## config.mk

```make
export PLATFORM = sky130hd
export DESIGN_NAME = serv_mdu
export DESIGN_NICKNAME = d
export VERILOG_FILES = /design/src/rtl/serv_mdu_pkg.sv /design/src/rtl/serv_mdu_sign.sv /design/src/rtl/serv_mdu.sv
export SDC_FILE = /design/constraint.sdc
export NUM_CORES = 1
export LEC_CHECK = 0
export ABC_CLOCK_PERIOD_IN_PS = 5100
export BUFFER_PORTS_ARGS = -buffer_cell sky130_fd_sc_hd__buf_2
export CAP_MARGIN = 10
export CORE_MARGIN = 2
export CORE_UTILIZATION = 52
export CTS_BUF_LIST = sky130_fd_sc_hd__clkbuf_8
export CTS_CLUSTER_DIAMETER = 100
export CTS_CLUSTER_SIZE = 25
export DETAILED_ROUTE_END_ITERATION = 12
export PLACE_DENSITY = 0.78
export SYNTH_ARGS = -nofsm -noshare
export SYNTH_HDL_FRONTEND = slang
export SYNTH_HIERARCHICAL = 1
export SYNTH_SLANG_ARGS = --single-unit
```

## constraint.sdc

```tcl
create_clock -name clk -period 5.1 [get_ports clk]
set_input_delay 0 -clock clk [delete_from_list [all_inputs] [get_ports clk]]
set_output_delay 0 -clock clk [all_outputs]
set_load 0.05 [all_outputs]
```

## src/rtl/serv_mdu_pkg.sv

```systemverilog
// Shared encodings for the serv_mdu iterative multiply/divide unit.
package serv_mdu_pkg;

   localparam logic [2:0] F3_MUL    = 3'b000;
   localparam logic [2:0] F3_MULH   = 3'b001;
   localparam logic [2:0] F3_MULHSU = 3'b010;
   localparam logic [2:0] F3_MULHU  = 3'b011;
   localparam logic [2:0] F3_DIV    = 3'b100;
   localparam logic [2:0] F3_DIVU   = 3'b101;
   localparam logic [2:0] F3_REM    = 3'b110;
   localparam logic [2:0] F3_REMU   = 3'b111;

   localparam int ITERS = 32;

   typedef enum logic [1:0] {
      IDLE = 2'd0,
      CALC = 2'd1,
      FIX  = 2'd2,
      DONE = 2'd3
   } state_e;

endpackage

```

## src/rtl/serv_mdu_sign.sv

```systemverilog
// Combinational conditional negate; used both as absolute value and as result sign fixup.
module serv_mdu_sign #(
   parameter int W = 32
) (
   input  logic [W-1:0] a_i,
   input  logic         neg_i,
   output logic [W-1:0] y_o
);

   assign y_o = neg_i ? (~a_i + {{(W-1){1'b0}}, 1'b1}) : a_i;

endmodule

```

## src/rtl/serv_mdu.sv

```systemverilog
// Iterative RISC-V M-extension unit: one shift-add / restoring-subtract step per cycle.
// Macro SERV_MDU_DIV_EN compiles in the divide/remainder datapath.
module serv_mdu
   import serv_mdu_pkg::*;
(
   input  logic        clk,
   input  logic        i_rst,
   input  logic        i_valid,
   input  logic [2:0]  i_funct3,
   input  logic [31:0] i_rs1,
   input  logic [31:0] i_rs2,
   output logic [31:0] o_rd,
   output logic        o_ready
);

   state_e      state_q;
   logic [4:0]  cnt_q;
   logic [63:0] acc_q, acc_d;
   logic [31:0] b_q;
   logic [2:0]  op_q;
   logic        neg1_q, neg2_q;
   logic [31:0] rd_q, rd_d;
   logic        ready_q;

   logic        sgn1, sgn2;
   logic [31:0] mag1, mag2;

   assign sgn1 = (i_funct3 == F3_MULH) || (i_funct3 == F3_MULHSU) ||
                 (i_funct3 == F3_DIV)  || (i_funct3 == F3_REM);
   assign sgn2 = (i_funct3 == F3_MULH) || (i_funct3 == F3_DIV) || (i_funct3 == F3_REM);

   serv_mdu_sign #(.W(32)) u_abs1 (.a_i(i_rs1), .neg_i(sgn1 & i_rs1[31]), .y_o(mag1));
   serv_mdu_sign #(.W(32)) u_abs2 (.a_i(i_rs2), .neg_i(sgn2 & i_rs2[31]), .y_o(mag2));

   // acc holds {partial_hi, multiplier} for multiply, {remainder, dividend/quotient} for divide
   logic [32:0] mul_sum;
   assign mul_sum = {1'b0, acc_q[63:32]} + (acc_q[0] ? {1'b0, b_q} : 33'd0);

`ifdef SERV_MDU_DIV_EN
   logic        dz_q;
   logic [64:0] div_sh;
   logic [33:0] div_diff;
   assign div_sh   = {acc_q, 1'b0};
   assign div_diff = {1'b0, div_sh[64:32]} - {2'b00, b_q};

   always_comb begin
      acc_d = {mul_sum, acc_q[31:1]};
      if (op_q[2]) begin
         if (div_diff[33]) acc_d = div_sh[63:0];
         else              acc_d = {div_diff[31:0], div_sh[31:1], 1'b1};
      end
   end
`else
   assign acc_d = {mul_sum, acc_q[31:1]};
`endif

   logic        is_div, is_rem;
   logic [63:0] fix_in, fix_out;
   logic        fix_neg;

   assign is_div  = op_q[2];
   assign is_rem  = op_q[2] & op_q[1];
   assign fix_in  = is_div ? {32'd0, (is_rem ? acc_q[63:32] : acc_q[31:0])} : acc_q;
   assign fix_neg = is_rem ? neg1_q : (neg1_q ^ neg2_q);

   serv_mdu_sign #(.W(64)) u_fix (.a_i(fix_in), .neg_i(fix_neg), .y_o(fix_out));

   always_comb begin
      rd_d = (op_q == F3_MUL) ? fix_out[31:0] : fix_out[63:32];
      if (is_div) begin
`ifdef SERV_MDU_DIV_EN
         // REM by zero already yields the dividend; only the quotient needs overriding
         rd_d = (dz_q && !is_rem) ? 32'hFFFF_FFFF : fix_out[31:0];
`else
         rd_d = 32'd0;
`endif
      end
   end

   always_ff @(posedge clk) begin
      if (i_rst) begin
         state_q <= IDLE;
         cnt_q   <= 5'd0;
         acc_q   <= 64'd0;
         b_q     <= 32'd0;
         op_q    <= 3'd0;
         neg1_q  <= 1'b0;
         neg2_q  <= 1'b0;
         rd_q    <= 32'd0;
         ready_q <= 1'b0;
`ifdef SERV_MDU_DIV_EN
         dz_q    <= 1'b0;
`endif
      end else begin
         ready_q <= 1'b0;
         case (state_q)
            IDLE: if (i_valid) begin
               op_q   <= i_funct3;
               acc_q  <= {32'd0, mag1};
               b_q    <= mag2;
               neg1_q <= sgn1 & i_rs1[31];
               neg2_q <= sgn2 & i_rs2[31];
               cnt_q  <= 5'd0;
`ifdef SERV_MDU_DIV_EN
               dz_q    <= (i_rs2 == 32'd0);
               state_q <= CALC;
`else
               state_q <= i_funct3[2] ? FIX : CALC;
`endif
            end
            CALC: begin
               acc_q <= acc_d;
               cnt_q <= cnt_q + 5'd1;
               if (cnt_q == 5'(ITERS - 1)) state_q <= FIX;
            end
            FIX: begin
               rd_q    <= rd_d;
               ready_q <= 1'b1;
               state_q <= DONE;
            end
            DONE:    state_q <= IDLE;
            default: state_q <= IDLE;
         endcase
      end
   end

   assign o_rd    = rd_q;
   // a reset landing on the DONE cycle suppresses the completion pulse
   assign o_ready = ready_q & ~i_rst;

endmodule
```

==> summary.log <==
qor: setup_path.setup.worst_path.start_class flop
qor: clock_tree.clk_path_buf_depth 2
qor: finish.fill_cells 1898
qor: setup_path.r2r-end o_rd[22]
qor: sta.worst_slack 1170 ps
qor: sta.fin_worst_hold_slack -0.341 ps
qor: job.number_of_maximum_capacitance_violations 0
qor: sta.report.final.setup_viol 0
qor: drt.detailedRoute.firstPassIterationCount 5
qor: placement.globalplace.congestion 0.982
qor: finish.post_route_cells_drive_above_1_share 0.175
qor: drt.detail_route.wirelength 33400 um
qor: drt.vias 10900
qor: clock_tree.cts.htree.levels 4
qor: setup_path.reg2reg_slack 1170 ps
qor: sta.final.period_utilization 0.772
qor: setup_path.cp_cell_sequence nand2_1 > buf_4 > mux2_2 > or4_4 > nor4b_4 > nand4_2 > o41ai_1 > xnor2_1 > mux2_1 > a21oi_1 > nor2_1
qor: die.ios 103
qor: synthesis.fraction_of_registers_with_async_set_reset 0
qor: synthesis.synthTopCellsByArea dfxtp_1 25%, xnor2_1 10%, nand2_1 5.5%
qor: synthesis.synth-xor-area-share 0.114
qor: synthesis.dominant_combinational_cell_family_by_area_after_synthesis simple AND/OR/NAND/NOR gates
qor: clock_tree.cts_tree done
qor: sta.timing_hold_violations_final 1
qor: setup_path.slowest_stage or4_4
qor: drt.ant_nets 0
qor: die.num_rows 54
qor: die.dieWidth 152 um
qor: power.power_leakage 5.04 nW
qor: placement.dpl_worst_slack 1260 ps
qor: sta.max_freq 254 MHz
qor: placement.dp_hpwl 24200 um
qor: setup_path.worst_setup_path_end_kind flop
qor: sta.report.final.slew_viol_count 0
qor: global_route.grt_pass1_wl 53400 um
qor: drt.wl_per_cell 18.2 um
qor: sta.timing.max_slew.rel_slack 0.257
qor: synthesis.ys.flop_type dfxtp_1
qor: drt.via_per_inst 5.95
qor: placement.port_buffers 102
qor: synthesis.synth_fp_nets 1527
qor: drt.route.detailed.drc 0
qor: clock_tree.path_clk_slew 90 ps
qor: clock_tree.clock_latency_on_the_worst_skew_pair 480 ps
qor: setup_path.max_stage_delay 610 ps
qor: synthesis.synthCells 1416
qor: hold_path.worstHoldEndpoint acc_q[11]
qor: synthesis.synth.ff_latch_count 141
qor: sta.max_slew.worst_pin.slew 1110 ps
qor: synthesis.synth_enable_flop_cells 0
qor: clock_tree.cts-resized-gates 0
qor: clock_tree.cts_setup_buffers 0
qor: outcome.failed_checks hold timing
qor: synthesis.synth_compound_gate_area_share 0.209
qor: synthesis.yosysUniqueCellTypes 82
qor: setup_path.cp_data_required_time 5420 ps
qor: sta.layout_min_cycle_time 3930 ps
qor: die.die_outline_area 23000 um2
qor: synthesis.yosys.area_share.simple 0.261
qor: sta.rsz0062_at_grt false
qor: setup_path.cp_data_arrival_time 4260 ps
qor: finish.syn2layout_area_growth 15.1%
qor: global_route.largest_net_degree_at_the_start_of_global_routing 101
qor: hold_path.hold_path.startpoint i_rs1[11]
qor: sta.sum_neg_setup_slack 0 ps
qor: global_route.grt_pass1_vias 10500
qor: global_route.globalRouteOverflowTotal 0
qor: synthesis.synth_top_cell_by_area dfxtp_1
qor: synthesis.yosys-mux-area-fraction 0.0836
qor: setup_path.critical_path_class reg -> reg
qor: power.power_density 396 nW/um2
qor: synthesis.synth.top_cell.area_share 0.249
qor: sta.finClkSkew 21.7 ps
qor: outcome.outcome complete, but fails checks
qor: finish.antenna-diode-count 0
qor: die.height_of_the_chip 152 um
qor: synthesis.syn_avg_cell_area 8.02 um2
qor: hold_path.holdCritPathClass in -> reg
qor: finish.regArea 2820 um2
qor: clock_tree.cts-root-buf clkbuf_8
qor: die.start_util 0.525
qor: setup_path.timing.rr.start op_q[1]
qor: synthesis.synth_fa_ha_area_frac 0.0458
qor: synthesis.synth_sequential_area_ratio 0.249
qor: global_route.grt_util_all_layers 0.294
qor: global_route.number_of_antenna_violations_at_the_first_check_in_global_routing 0
qor: clock_tree.numCtsBuffers 17
qor: finish.multi_input_area 8130 um2
qor: synthesis.post_synth_instance_area 11400 um2
qor: clock_tree.cts.sinks 141
qor: die.design.core.area 21600 um2
qor: finish.post-route-util 0.605
qor: drt.violation_count_after_the_first_detailed_routing_iteration 810
qor: setup_path.worst-r2r-cell-count 11
qor: finish.num-nets-final 1648
qor: setup_path.cp_max_fo 16
qor: hold_path.hold_path_depth 4
qor: power.irDropWorstVdd 0.268 mV
qor: synthesis.synth_warnings 6
kinds of logic after synthesis:
kind of cell             count (synthesis)
multiplexers                            87
buffers and inverters                  103
flip-flops                             141
adder cells (fa/ha/maj)                 41
AO/OA/AOI/OAI                          353
AND/OR/NAND/NOR                        543
XOR/XNOR                               148
how the worst max path moves through the flow:
stage | from | slack (ps) | endpoint
after global routing | op_q[1] | 940 | o_rd[22]
after CTS | op_q[1] | 1210 | o_rd[22]
after floorplan | op_q[2] | 1530 | o_rd[27]
final | op_q[1] | 1170 | o_rd[22]
after detailed placement | op_q[1] | 1260 | o_rd[21]
after global placement | op_q[1] | 1360 | o_rd[21]
Yosys cell counts (11+ instances only):
library cell	n
o22ai_1	15
nand4_1	11
inv_1	21
buf_1	13
clkbuf_1	56
a21oi_1	109
nor2b_1	72
dfxtp_1	141
and2_1	36
o41ai_2	12
xor2_1	12
ha_1	40
o31ai_1	41
mux2_2	51
o21ai_0	62
xnor2_1	136
nor3_1	33
nand3_1	14
mux2i_1	24
nor2_1	111
a22oi_1	13
mux2_1	12
o21ai_1	12
nand2b_1	13
or3_1	11
nand2_1	165
a211oi_1	20
o41ai_1	18
metal layers:
metal	global-route usage	vias to the layer above	wire length [um]
met5	0	-	0
met1	0.361	5121	14200
met2	0.518	375	16400
li1	-	5315	-
met3	0.0410	73	1610
met4	0.116	0	1170
cell type report:
cell class,instances,share of cell area
multi-input combinational,1172,0.622
sequential,141,0.216
timing repair buffer,184,0.0997
tap,280,0.0268
clock buffer,17,0.0179
clock inverter,15,0.0120
inverter,21,0.00603
metrics by stage:
stage / instance area, um2 / power [W] / instances / hold WS, ps
floorplan: 11400 / 0.00356 / 1416 / 136
global placement: 12000 / 0.00416 / 1730 / 283
detailed placement: 12000 / 0.00420 / 1730 / 286
CTS: 13100 / 0.00515 / 1829 / 2.18
global route: 13100 / 0.00551 / 1830 / 22.7
finish: 13100 / 0.00517 / 1830 / -0.341
worst max-delay path, delay by kind of cell (launching register included):
family / cells / cell delay, ps
AND/OR/NAND/NOR: 5 / 1690
AO/OA/AOI/OAI: 2 / 580
flip-flops: 1 / 340
XOR/XNOR: 1 / 130
buffers and inverters: 1 / 340
multiplexers: 2 / 700
flip-flops by register name, indices dropped and copies added, names as in the netlist:
signal,cells
b_q,32
neg2_q,1
state_q,2
neg1_q,1
acc_q,64
cnt_q,5
ready_q,1
o_rd,32
op_q,3
timing repair:
action	4_1_cts	5_1_grt
endpoints found under the setup margin	0	0
hold endpoints to repair	81	0
hold buffers	67	0
layout by cell type (no fill, tap or decap), drive strengths merged, types with 47 or more instances in the layout:
cell type,count
nand2,165
dfxtp,141
xnor2,136
buf,117
a21oi,113
nor2,112
o21ai,74
nor2b,73
dlygate4sd3,67
mux2,63
o31ai,47
power by group:
part / leakage [nW] / total, W / internal [W] / switching [W]
clock: 0.186 / 0.000899 / 0.000400 / 0.000499
combinational: 3.71 / 0.00272 / 0.00106 / 0.00166
sequential: 1.15 / 0.00155 / 0.00133 / 0.000225
total: 5.04 / 0.00517 / 0.00279 / 0.00238
Power figures use the tool's default switching activity.
